`config.mk`:
```
export PLATFORM = sky130hd
export DESIGN_NAME = mem_stage
export DESIGN_NICKNAME = d
export VERILOG_FILES = /design/src/rtl/riscv_pkg.sv /design/src/rtl/mem_wb_reg.sv /design/src/rtl/mem_stage.sv
export SDC_FILE = /design/constraint.sdc
export NUM_CORES = 1
export LEC_CHECK = 0
export BUFFER_PORTS_ARGS = -buffer_cell sky130_fd_sc_hd__buf_2
export CAP_MARGIN = 15
export CORE_ASPECT_RATIO = 0.9
export CORE_MARGIN = 5
export CORE_UTILIZATION = 47
export DETAILED_ROUTE_END_ITERATION = 16
export MAX_ROUTING_LAYER = met4
export PLACE_DENSITY = 0.9
export SKIP_CTS_REPAIR_TIMING = 1
export SLEW_MARGIN = 20
export SYNTH_ARGS = -nofsm -noshare
export SYNTH_HDL_FRONTEND = slang
export SYNTH_SLANG_ARGS = --single-unit
```
`constraint.sdc`:
```
create_clock -name clk -period 3.2 [get_ports clk]
set_clock_uncertainty 0.05 [all_clocks]
set_input_delay 0.16 -clock clk [delete_from_list [all_inputs] [get_ports clk]]
set_output_delay 0.16 -clock clk [all_outputs]
set_load 0.02 [all_outputs]
```
`src/rtl/riscv_pkg.sv`:
```
// Shared pipeline definitions: MEM-stage FSM encoding and register-file geometry.
package riscv_pkg;

  typedef enum logic [1:0] {
    MEM_IDLE = 2'd0,
    MEM_WAIT = 2'd1,
    MEM_DONE = 2'd2
  } mem_state_e;

  localparam int unsigned REG_IDX_W = 5;
  localparam int unsigned WORD_OFS  = 2;

endpackage

```
`src/rtl/mem_wb_reg.sv`:
```
// MEM/WB pipeline register: hold freezes everything, bubble clears only the write enable.
module mem_wb_reg
  import riscv_pkg::*;
#(
  parameter int unsigned BIT_W = 32
) (
  input  logic                 clk,
  input  logic                 rst_n,
  input  logic                 hold,
  input  logic                 bubble,
  input  logic [BIT_W-1:0]     data_in,
  input  logic [REG_IDX_W-1:0] rd_in,
  input  logic                 regwr_in,
  output logic [BIT_W-1:0]     wb_data,
  output logic [REG_IDX_W-1:0] wb_rd,
  output logic                 wb_regwr
);

  logic [BIT_W-1:0]     wb_data_q,  wb_data_d;
  logic [REG_IDX_W-1:0] wb_rd_q,    wb_rd_d;
  logic                 wb_regwr_q, wb_regwr_d;

  always_comb begin
    wb_data_d  = wb_data_q;
    wb_rd_d    = wb_rd_q;
    wb_regwr_d = wb_regwr_q;
    if (!hold) begin
      if (bubble) begin
        wb_regwr_d = 1'b0;
      end else begin
        wb_data_d  = data_in;
        wb_rd_d    = rd_in;
        wb_regwr_d = regwr_in;
      end
    end
  end

  always_ff @(posedge clk or negedge rst_n) begin
    if (!rst_n) begin
      wb_data_q  <= '0;
      wb_rd_q    <= '0;
      wb_regwr_q <= 1'b0;
    end else begin
      wb_data_q  <= wb_data_d;
      wb_rd_q    <= wb_rd_d;
      wb_regwr_q <= wb_regwr_d;
    end
  end

  assign wb_data  = wb_data_q;
  assign wb_rd    = wb_rd_q;
  assign wb_regwr = wb_regwr_q;

endmodule

```
`src/rtl/mem_stage.sv`:
```
// Memory-access pipeline stage: data-memory handshake, self-stall, write-back select
// and MEM/WB register.
module mem_stage
  import riscv_pkg::*;
#(
  parameter int unsigned BIT_W  = 32,
  parameter int unsigned ADDR_W = BIT_W - 2
) (
  input  logic                 clk,
  input  logic                 rst_n,
  input  logic [BIT_W-1:0]     alu_result_in,
  input  logic [BIT_W-1:0]     mem_wdata_in,
  input  logic [REG_IDX_W-1:0] rd_in,
  input  logic [BIT_W-1:0]     PC_plus_4_in,
  input  logic                 memrd_in,
  input  logic                 memwr_in,
  input  logic                 mem2reg_in,
  input  logic                 regwr_in,
  input  logic                 jump_in,
  input  logic                 stall_in,
  output logic                 dmem_req,
  output logic                 dmem_wen,
  output logic [ADDR_W-1:0]    dmem_addr,
  output logic [BIT_W-1:0]     dmem_wdata,
  input  logic [BIT_W-1:0]     dmem_rdata,
  input  logic                 dmem_ready,
  output logic                 stall_out,
  output logic [BIT_W-1:0]     fwd_mem_dat,
  output logic [BIT_W-1:0]     wb_data,
  output logic [REG_IDX_W-1:0] wb_rd,
  output logic                 wb_regwr
);

  mem_state_e       state_q, state_d;
  logic [BIT_W-1:0] rdata_buf_q, rdata_buf_d;
  logic             access, is_store, active, rd_pending;
  logic [BIT_W-1:0] load_data, wb_sel;

  assign access   = memrd_in | memwr_in;
  assign is_store = memwr_in;
  assign active   = (state_q == MEM_IDLE) || (state_q == MEM_WAIT);

  // rst_n gates the request so an in-flight access is dropped the instant reset asserts
  assign dmem_req   = rst_n & access & active;
  assign stall_out  = rst_n & access & active & ~dmem_ready;
  assign dmem_wen   = dmem_req & is_store;
  assign dmem_addr  = alu_result_in[BIT_W-1:WORD_OFS];
  assign dmem_wdata = mem_wdata_in;
  assign rd_pending = dmem_req & ~is_store;

  always_comb begin
    state_d = state_q;
    unique case (state_q)
      MEM_IDLE: if (access) state_d = dmem_ready ? (stall_in ? MEM_DONE : MEM_IDLE) : MEM_WAIT;
      MEM_WAIT: if (dmem_ready) state_d = stall_in ? MEM_DONE : MEM_IDLE;
      MEM_DONE: if (!stall_in) state_d = MEM_IDLE;
      default:  state_d = MEM_IDLE;
    endcase
  end

  always_comb begin
    rdata_buf_d = rdata_buf_q;
    if (rd_pending && dmem_ready) rdata_buf_d = dmem_rdata;
  end

  always_ff @(posedge clk or negedge rst_n) begin
    if (!rst_n) begin
      state_q     <= MEM_IDLE;
      rdata_buf_q <= '0;
    end else begin
      state_q     <= state_d;
      rdata_buf_q <= rdata_buf_d;
    end
  end

  assign load_data   = (state_q == MEM_DONE) ? rdata_buf_q : dmem_rdata;
  assign wb_sel      = jump_in ? PC_plus_4_in : (mem2reg_in ? load_data : alu_result_in);
  assign fwd_mem_dat = jump_in ? PC_plus_4_in : alu_result_in;

  mem_wb_reg #(.BIT_W(BIT_W)) u_mem_wb (
    .clk      (clk),
    .rst_n    (rst_n),
    .hold     (stall_in),
    .bubble   (stall_out),
    .data_in  (wb_sel),
    .rd_in    (rd_in),
    .regwr_in (regwr_in & (rd_in != '0)),
    .wb_data  (wb_data),
    .wb_rd    (wb_rd),
    .wb_regwr (wb_regwr)
  );

endmodule

```
==> flow_metrics.py <==
metrics = {
    "clock_network": {
        "cts-buffers-inserted": 9,
        "cts-root-buf": "clkbuf_8",
        "htree_levels": 3,
        "cts_tree": "done",
        "clk_latency_ns": 0.33,
        "clock-sinks": 72,
        "path_clk_slew_ns": 0.08,
        "cts_buffer_depth": 2,
    },
    "place": {
        "hpwlAfterDp_um": 9810,
        "gp_congestion": 0.827,
        "io_buffer_count": 212,
    },
    "pwr": {
        "p_leak_uw": 0.00258,
        "p_switching_uw": 862,
        "ir_drop_uv": 312,
        "power_frac_clock": 0.261,
        "swShare": 0.318,
        "seq_power_share": 0.434,
        "power_frac_comb": 0.306,
        "p_int_uw": 1850,
        "power.density_nw_per_um2": 506,
    },
    "yosys": {
        "synthFlopType": "dfrtp_1",
        "syn_inst": 379,
        "synth_top_area_frac": 0.407,
        "yosysSeqAreaShare": 0.407,
        "synthesis.area_um2": 4430,
        "syn-num-nets": 521,
        "yosys.area.top_type": "dfrtp_1",
        "syn_area_per_cell_um2": 11.7,
        "synth-seq-cells": 72,
        "synth_area_leaders": "dfrtp_1, mux2_2, buf_4",
        "yosysWarnings": 0,
        "synth_edf_count": 0,
        "ys_types": 26,
        "async_flop_share": 1.00,
    },
    "final_layout": {
        "drive_gt1_frac": 0.635,
        "most-common-layout-cells": "buf_2, dfrtp_1, mux2_2",
        "area_growth_pct": 21.0,
        "fillers": 786,
        "antenna_cells": 0,
        "multi_input_area_um2": 1990,
        "final_common_cell": "buf_2",
        "register_area_um2": 1800,
        "nNetsFinal": 672,
    },
    "sta": {
        "worst_slew_pin_slew_ns": 0.941,
        "fmax_ghz": 0.497,
        "hold_ws_ns": -0.0100,
        "finalSetupViolations": 0,
        "tns_ns": 0,
        "period_minus_slack_ns": 2.01,
        "maxSlewHeadroom": 0.373,
        "slew_violations": 0,
        "rsz0062_at_grt": "no",
        "final.period_utilization": 0.629,
        "hold_viol_final": 4,
    },
    "routing": {
        "vias_per_cell": 5.59,
        "wl_per_cell_um": 19.5,
        "drt-total-wl_um": 12800,
        "final_antenna_net_count": 0,
        "first_pass_iters": 12,
        "drc_errors": 0,
        "drt_iter0_markers": 292,
        "via_count": 3668,
    },
    "die": {
        "die_w_um": 112,
        "core_region_area_um2": 9170,
        "initial_core_util": 0.483,
        "fp.dieArea_um2": 11500,
        "num_rows": 33,
        "die-height_um": 102,
        "pin_count": 277,
    },
    "worst_setup_path": {
        "cp_cell_sequence": "and2b_1, a31oi_4, buf_4, mux2_2",
        "r2r_cells": 4,
        "cp_slowest_cell": "buf_4",
        "r2r-end": "u_mem_wb.wb_rd[4]",
        "r2r_setup_slack_ns": 1.19,
        "path_max_fanout": 70,
        "setup.worst_path.class": "reg -> reg",
        "required_ns": 3.36,
        "cp.arrival_ns": 2.17,
        "max_stage_delay_ns": 0.59,
        "rr_startpoint": "state_q[1]",
        "crit_path_end_kind": "flop",
        "start_kind": "flop",
    },
    "global_route": {
        "gr-total-overflow": 0,
        "grt_max_degree": 74,
        "grt_pass1_vias": 3745,
        "grt_usage": 0.220,
        "antenna_found_initial": 0,
        "grt_pass1_wl_um": 19300,
    },
    "outcome": {
        "violations": "hold timing",
        "status": "finished with violations",
    },
    "hold_path": {
        "hold_path_class": "in -> async",
    },
    "job": {
        "drv_cap": 0,
    },
}
## cell families (layout without fill, tap and decap cells)
kind of cell           after synthesis  in the layout  synth area share
AND/OR/NAND/NOR                     49             49            0.0492
AO/OA/AOI/OAI                       67             67             0.117
flip-flops                          72             72             0.407
multiplexers                       101            101             0.282
buffers and inverters               90            245             0.145
## cell type report
type / instances / share of cell area
clock buffer: 10 / 0.0257
clock inverter: 5 / 0.0107
inverter: 1 / 0.000701
multi-input combinational: 217 / 0.371
sequential: 72 / 0.336
tap: 122 / 0.0285
timing repair buffer: 229 / 0.227
## how the worst max path moves through the flow
stage                from                    to  cells past startpoint  slack, ns
2_1_floorplan  state_q[1]  u_mem_wb.wb_data[10]                      6       1.57
3_3_place_gp   state_q[1]     u_mem_wb.wb_rd[4]                      4       1.29
3_5_place_dp   state_q[1]     u_mem_wb.wb_rd[0]                      4       1.23
4_1_cts        state_q[1]     u_mem_wb.wb_rd[4]                      4       1.20
5_1_grt        state_q[1]     u_mem_wb.wb_rd[4]                      4       1.07
6_report       state_q[1]     u_mem_wb.wb_rd[4]                      4       1.19
## cells in the mapped netlist (2+ instances only)
library cell / instances
dfrtp_1: 72
mux2_2: 70
buf_4: 62
nor2_1: 37
a21oi_1: 32
a222oi_1: 32
mux2_4: 29
buf_2: 11
clkbuf_1: 10
nor3_1: 4
buf_12: 3
buf_1: 2
mux2_1: 2
## power by group through the flow
stage	Sequential, uW	Combinational [uW]	Clock, uW
2_1_floorplan	1260	541	0
3_3_place_gp	1180	802	0
3_5_place_dp	1190	825	0
4_1_cts	1180	827	734
5_1_grt	1200	889	780
6_report	1180	828	707
## per-layer routing
| layer | track usage | wire, um |
|---|---|---|
| met5 | - | 0 |
| met4 | 0.0591 | 156 |
| met3 | 0.0551 | 1180 |
| met2 | 0.414 | 7070 |
| met1 | 0.230 | 4400 |
## flip-flops by register name (all words and copies together) (netlist names)
signal             cells
rdata_buf_q           32
state_q                2
u_mem_wb.wb_data      32
u_mem_wb.wb_regwr      1
u_mem_wb.wb_rd         5
## worst max-delay path, delay by kind of cell, from the launching register on
kind | cells | cell delay [ns]
buffers and inverters | 1 | 0.59
multiplexers | 1 | 0.40
flip-flops | 1 | 0.41
AND/OR/NAND/NOR | 1 | 0.25
AO/OA/AOI/OAI | 1 | 0.17
## through the flow
stage	std cells	setup slack, ns	cell area, um^2	total power [uW]	util
2_1_floorplan	379	1.57	4430	1800	-
3_3_place_gp	632	1.29	5070	1980	0.553
3_5_place_dp	632	1.23	5070	2020	0.553
4_1_cts	647	1.20	5270	2740	0.574
5_1_grt	656	1.07	5360	2870	0.584
6_report	656	1.19	5360	2710	0.584
(Power assumes the default switching activity.)
